===== src/rtl/optical_flow_ctrl.sv =====
// Purpose : sequences one frame of frame-buffer reads into the optical-flow pipeline and tags returned flow vectors.
// Latency : pix_valid/pix_sof/pix_eol one cycle after rd_en; out_valid/out_x/out_y one cycle after flow_valid_in.
// Backpressure: reads issue only on pix_ready cycles; the flow return path cannot be stalled.
// Ports   : clk/rst (async active-high); start/abort frame control; pix_ready read throttle;
//           flow_valid_in flow-vector strobe; rd_en/rd_addr frame-buffer read; pix_* read-data qualifiers;
//           out_valid/out_x/out_y flow-vector coordinate tag; busy/done/err status.
module optical_flow_ctrl #(
   parameter int IMAGE_WIDTH   = 320,
   parameter int IMAGE_HEIGHT  = 240,
   parameter int BORDER        = 4,
   parameter int ADDR_WIDTH    = 17,
   parameter int DRAIN_TIMEOUT = 4096
) (
   input  logic                  clk,
   input  logic                  rst,
   input  logic                  start,
   input  logic                  abort,
   input  logic                  pix_ready,
   input  logic                  flow_valid_in,
   output logic                  rd_en,
   output logic [ADDR_WIDTH-1:0] rd_addr,
   output logic                  pix_valid,
   output logic                  pix_sof,
   output logic                  pix_eol,
   output logic                  out_valid,
   output logic [15:0]           out_x,
   output logic [15:0]           out_y,
   output logic                  busy,
   output logic                  done,
   output logic                  err
);

   localparam int NPIX  = IMAGE_WIDTH * IMAGE_HEIGHT;
   localparam int NFLOW = (IMAGE_WIDTH - BORDER) * (IMAGE_HEIGHT - BORDER);
   localparam int DW    = $clog2(DRAIN_TIMEOUT + 1);

   localparam logic [ADDR_WIDTH-1:0] LAST_ADDR  = ADDR_WIDTH'(NPIX - 1);
   localparam logic [ADDR_WIDTH-1:0] FLOW_TOTAL = ADDR_WIDTH'(NFLOW);
   localparam logic [15:0]           COL_LAST   = 16'(IMAGE_WIDTH - 1);
   localparam logic [15:0]           TAG_START  = 16'(BORDER);
   localparam logic [DW-1:0]         DRAIN_LAST = DW'(DRAIN_TIMEOUT - 1);

   typedef enum logic [1:0] {IDLE, STREAM, DRAIN, DONE} state_t;

   state_t                state;
   state_t                next_state;
   logic [15:0]           col;
   logic [15:0]           row;
   logic [15:0]           tag_x;
   logic [15:0]           tag_y;
   logic [ADDR_WIDTH-1:0] flow_cnt;
   logic [DW-1:0]         drain_cnt;
   logic                  start_frame;
   logic                  set_err;
   logic                  active;
   logic                  flow_acc;
   logic                  flow_over;

   // ---------------------------------------------------------------- FSM
   always_ff @(posedge clk or posedge rst) begin
      if (rst) begin
         state <= IDLE;
      end else begin
         state <= next_state;
      end
   end

   always_comb begin
      next_state  = state;
      rd_en       = 1'b0;
      start_frame = 1'b0;
      set_err     = 1'b0;
      busy        = 1'b0;
      done        = 1'b0;
      case (state)
         IDLE: begin
            if (start) begin
               next_state  = STREAM;
               start_frame = 1'b1;
            end
         end
         STREAM: begin
            busy = 1'b1;
            // abort kills the read strobe in the same cycle it is seen
            if (abort) begin
               next_state = IDLE;
               set_err    = 1'b1;
            end else begin
               rd_en = pix_ready;
               if (pix_ready && (rd_addr == LAST_ADDR)) begin
                  next_state = DRAIN;
               end
            end
         end
         DRAIN: begin
            busy = 1'b1;
            if (abort) begin
               next_state = IDLE;
               set_err    = 1'b1;
            end else if (flow_cnt == FLOW_TOTAL) begin
               next_state = DONE;
            end else if (drain_cnt == DRAIN_LAST) begin
               next_state = DONE;
               set_err    = 1'b1;
            end
         end
         DONE: begin
            done       = 1'b1;
            next_state = IDLE;
         end
         default: begin
            next_state = IDLE;
         end
      endcase
   end

   // Flow vectors are only meaningful while a frame is in flight; a pulse
   // beyond the expected total means the pipeline and controller disagree.
   assign active    = ((state == STREAM) || (state == DRAIN)) && !abort;
   assign flow_acc  = active && flow_valid_in && (flow_cnt != FLOW_TOTAL);
   assign flow_over = active && flow_valid_in && (flow_cnt == FLOW_TOTAL);

   // ---------------------------------------------------------- read side
   always_ff @(posedge clk or posedge rst) begin
      if (rst) begin
         rd_addr <= '0;
         col     <= '0;
         row     <= '0;
      end else if (start_frame) begin
         rd_addr <= '0;
         col     <= '0;
         row     <= '0;
      end else if (rd_en) begin
         // the final read leaves rd_addr parked on the last pixel
         if (rd_addr != LAST_ADDR) begin
            rd_addr <= rd_addr + ADDR_WIDTH'(1);
         end
         if (col == COL_LAST) begin
            col <= '0;
            row <= row + 16'd1;
         end else begin
            col <= col + 16'd1;
         end
      end
   end

   // qualifiers line up with the BRAM data that appears one cycle after rd_en
   always_ff @(posedge clk or posedge rst) begin
      if (rst) begin
         pix_valid <= 1'b0;
         pix_sof   <= 1'b0;
         pix_eol   <= 1'b0;
      end else begin
         pix_valid <= rd_en;
         pix_sof   <= rd_en && (col == 16'd0) && (row == 16'd0);
         pix_eol   <= rd_en && (col == COL_LAST);
      end
   end

   // ---------------------------------------------------------- flow side
   always_ff @(posedge clk or posedge rst) begin
      if (rst) begin
         flow_cnt  <= '0;
         tag_x     <= '0;
         tag_y     <= '0;
         out_valid <= 1'b0;
         out_x     <= '0;
         out_y     <= '0;
      end else begin
         out_valid <= flow_acc;
         if (start_frame) begin
            flow_cnt <= '0;
            tag_x    <= TAG_START;
            tag_y    <= TAG_START;
         end else if (flow_acc) begin
            flow_cnt <= flow_cnt + ADDR_WIDTH'(1);
            out_x    <= tag_x;
            out_y    <= tag_y;
            // valid flow starts BORDER pixels in on each line
            if (tag_x == COL_LAST) begin
               tag_x <= TAG_START;
               tag_y <= tag_y + 16'd1;
            end else begin
               tag_x <= tag_x + 16'd1;
            end
         end
      end
   end

   // ---------------------------------------------------------- status
   always_ff @(posedge clk or posedge rst) begin
      if (rst) begin
         drain_cnt <= '0;
         err       <= 1'b0;
      end else begin
         if (start_frame) begin
            drain_cnt <= '0;
         end else if (state == DRAIN) begin
            drain_cnt <= drain_cnt + DW'(1);
         end
         if (start_frame) begin
            err <= 1'b0;
         end else if (set_err || flow_over) begin
            err <= 1'b1;
         end
      end
   end

endmodule


===== config.mk =====
export PLATFORM = sky130hd
export DESIGN_NAME = optical_flow_ctrl
export DESIGN_NICKNAME = d
export VERILOG_FILES = /design/src/rtl/optical_flow_ctrl.sv
export SDC_FILE = /design/constraint.sdc
export NUM_CORES = 1
export LEC_CHECK = 0
export CAP_MARGIN = 25
export CORE_MARGIN = 3
export CORE_UTILIZATION = 50
export DETAILED_ROUTE_END_ITERATION = 10
export PLACE_DENSITY = 0.7
export SKIP_LAST_GASP = 1
export SLEW_MARGIN = 20
export SYNTH_ARGS = -nofsm -noshare
export SYNTH_HDL_FRONTEND = slang
export SYNTH_SLANG_ARGS = --single-unit
export TNS_END_PERCENT = 1

===== constraint.sdc =====
create_clock -name clk -period 11.7 [get_ports clk]
set_clock_uncertainty 0.2 [all_clocks]
set_input_delay 2.34 -clock clk [delete_from_list [all_inputs] [get_ports clk]]
set_output_delay 2.34 -clock clk [all_outputs]
set_load 0.01 [all_outputs]

==> flow_summary.yaml <==
synth:
  avgSynthCellArea_sq_um: 9.94
  synthFlopType: "dfrtp_1"
  yosysTopAreaCellShare_pct: 49.5
  synth_area_leaders: "dfrtp_1, xnor2_1, mux2_2"
  syn_area_sq_um: 7580
  yosys.area.top_type: "dfrtp_1"
  synth_cell_type_count: 58
  yosysMostFrequentCell: "dfrtp_1"
  synthTopCellsByCount: "dfrtp_1, nor2_1, nand2_1"
  ys_ff_latch: 150
  synth_warnings: 0
  synth_edf_count: 0
  synth_nets: 783
  syn_inst: 762
  seq_area_frac_synth_pct: 49.5
  async_flop_share_pct: 100
placed_design:
  dpl_cell_area_sq_um: 8320
  place.detailed.hpwl_mm: 11.0
  io_buffer_count: 62
  routabilityCongestion: 0.878
  dp_worst_setup_slack_ps: 4910
grt:
  grt.total_usage_pct: 21.0
  grt_pass1_vias: 5905
  grt_max_degree: 95
  antenna_found_initial: 0
  gr-total-overflow: 0
  grt_pass1_wl_mm: 28.4
cts:
  h-tree-depth: 4
  cts_hold_buffers: 0
  numCtsBuffers: 17
  clk_pin_slew_ps: 50
  cts_tree: "built"
  cts_root_buf: "clkbuf_16"
  ctsResizeCount: 0
  cts_setup_buffers: 0
  insertion_delay_ps: 420
  cts.sinks: 150
  clockBufferDepth: 2
final_layout:
  nets: 835
  antennaDiodeCount: 0
  stdcell_area_sq_um: 8860
  syn_to_final_growth_pct: 17.0
  drive_above_1_share_pct: 8.61
  post-route-util_pct: 60.3
  nFillCells: 1213
timing:
  fin_crit_ps: 6780
  fin_setup_tns_ps: 0
  rsz0062_at_grt: "false"
  relSlewSlack_pct: 44.3
  fmax_ghz: 0.148
  worst_slack_ps: 4920
  tightest_slew_ps: 835
  fin_crit_sh_pct: 57.9
  finalHoldViolCount: 0
  setup_viol: 0
  maxSlewViolCount: 0
critical_path:
  start_kind: "input port"
  rr_startpoint: "flow_cnt[0]$_DFFE_PP0P_"
  slowest_stage: "clkdlybuf4s50_1"
  cp_num_cells: 4
  critical_path_class: "in -> out"
  r2r-end: "out_x[10]$_DFFE_PP0P_"
  arrival_ps: 4240
  crit_path_max_fanout: 14
  endpoint_kind: "output port"
  path_delay_family: "buffers and inverters"
  r2r_slack_ps: 7950
  crit_start: "abort"
  endpoint: "rd_en"
  cp_cell_sequence: "clkdlybuf4s50_1 > nand3b_1 > inv_1 > clkdlybuf4s50_1"
  critPathMaxStageDelay_ps: 620
  path_common_cell: "clkdlybuf4s50_1"
  path_buf_inv: 3
  reg2reg_depth: 9
  worstPathRequired_ps: 9160
route:
  avgViaCountPerCell: 5.93
  drtAntennaViolNets: 0
  wirelength_mm: 16.7
  wl_per_cell_um: 16.5
  first_pass_iters: 7
  vias: 5985
  drc: 0
  first_iter_violations: 438
pwr:
  irDropWorstVdd_uv: 97.3
  fin_total_pwr_mw: 1.29
  power.share.combinational_pct: 16.2
  switching_share_pct: 27.6
  p_switching_uw: 356
  p_int_uw: 931
  power.density_nw_per_um2: 145
  p_seq_share_pct: 44.0
  p_leak_nw: 3.80
  clkPwrFrac_pct: 39.8
run:
  maxCapViolCount: 0
floorplan:
  coreArea_sq_um: 14700
  die-area_sq_um: 16700
  die_w_um: 129
  dieHeight_um: 129
  initial_core_util_pct: 51.5
  rows: 44
  io_pins: 63
status:
  status: "finished clean"
min_path:
  hold_path.class: "reg -> reg"
[placed cells by master (no fill, tap or decap), types with 17 or more instances in the layout]
cell type | synthesis | final
clkbuf_16 | 0 | 17
xnor2_1 | 41 | 41
o21ai_0 | 26 | 26
nor4_1 | 18 | 18
nand4_1 | 30 | 30
xor2_1 | 22 | 22
nand2_1 | 62 | 62
clkdlybuf4s50_1 | 0 | 62
inv_1 | 21 | 20
dfrtp_1 | 150 | 150
nor3_1 | 23 | 23
mux2_2 | 30 | 30
or3_1 | 17 | 17
a21oi_1 | 39 | 39
nor2_1 | 82 | 82
nand3_1 | 32 | 32
[sequential cells by signal (all words and copies together) (netlist names), 13 cells and up]
name / count
out_y: 16
row: 16
flow_cnt: 17
tag_x: 16
drain_cnt: 13
out_x: 16
tag_y: 16
col: 16
rd_addr: 17
[per-stage QoR]
stage / instances / hold WS [ps]
floorplan: 762 / 295
CTS: 1009 / 303
global route: 1009 / 314
detailed placement: 979 / 290
global placement: 979 / 277
finish: 1009 / 293
[power by group through the flow]
stage,combinational [mW],sequential [mW],clock [mW]
floorplan,0.139,0.574,0
global placement,0.203,0.573,0
detailed placement,0.211,0.574,0
CTS,0.211,0.565,0.520
global route,0.232,0.568,0.543
finish,0.208,0.565,0.513
[per-layer routing]
layer	track usage [%]	vias up	part of all wire, %
met3	4.00	18	3.8
met4	7.10	0	1.4
met1	28.9	2986	46
li1	-	2835	-
met5	0	-	0
met2	33.5	146	49
[worst register-to-register path, cell delays in order (launching register included)]
cell      delay (ps)
dfrtp_1          420
inv_1             70
ha_1             130
nor4bb_1         490
nand4_2          380
nand2_1          480
inv_2            260
nand2_1          440
buf_4            380
mux2_2           390
[how the worst min path moves through the flow]
stage	from	to	slack (ps)	depth (start not counted)
after floorplan	tag_y[15]$_DFFE_PP0P_	out_y[15]$_DFFE_PP0P_	300	1
final	out_y[8]$_DFFE_PP0P_	out_y[8]$_DFFE_PP0P_	290	1
after CTS	out_y[8]$_DFFE_PP0P_	out_y[8]$_DFFE_PP0P_	300	1
after detailed placement	out_y[8]$_DFFE_PP0P_	out_y[8]$_DFFE_PP0P_	290	1
after global routing	out_x[1]$_DFFE_PP0P_	out_x[1]$_DFFE_PP0P_	310	1
after global placement	out_y[8]$_DFFE_PP0P_	out_y[8]$_DFFE_PP0P_	280	1
[cell families after synthesis]
kind of cell	after synthesis	share of synthesized area (%)
simple gates	338	24.1
flops	150	49.5
xor+xnor	63	7.28
fa+ha+maj	15	2.48
compound gates	105	8.31
mux	36	5.28
buf+inv	55	3.02
[cell type report]
type | count | area [sq um] | area share, %
Clock buffer | 26 | 499 | 5.63
Timing Repair Buffer | 66 | 651 | 7.34
Inverter | 22 | 87.6 | 0.988
Tap cell | 184 | 230 | 2.60
Multi-Input combinational cell | 557 | 3590 | 40.6
Sequential cell | 150 | 3750 | 42.4
Clock inverter | 4 | 45.0 | 0.508
No activity file was read; power rests on OpenSTA's default activity.
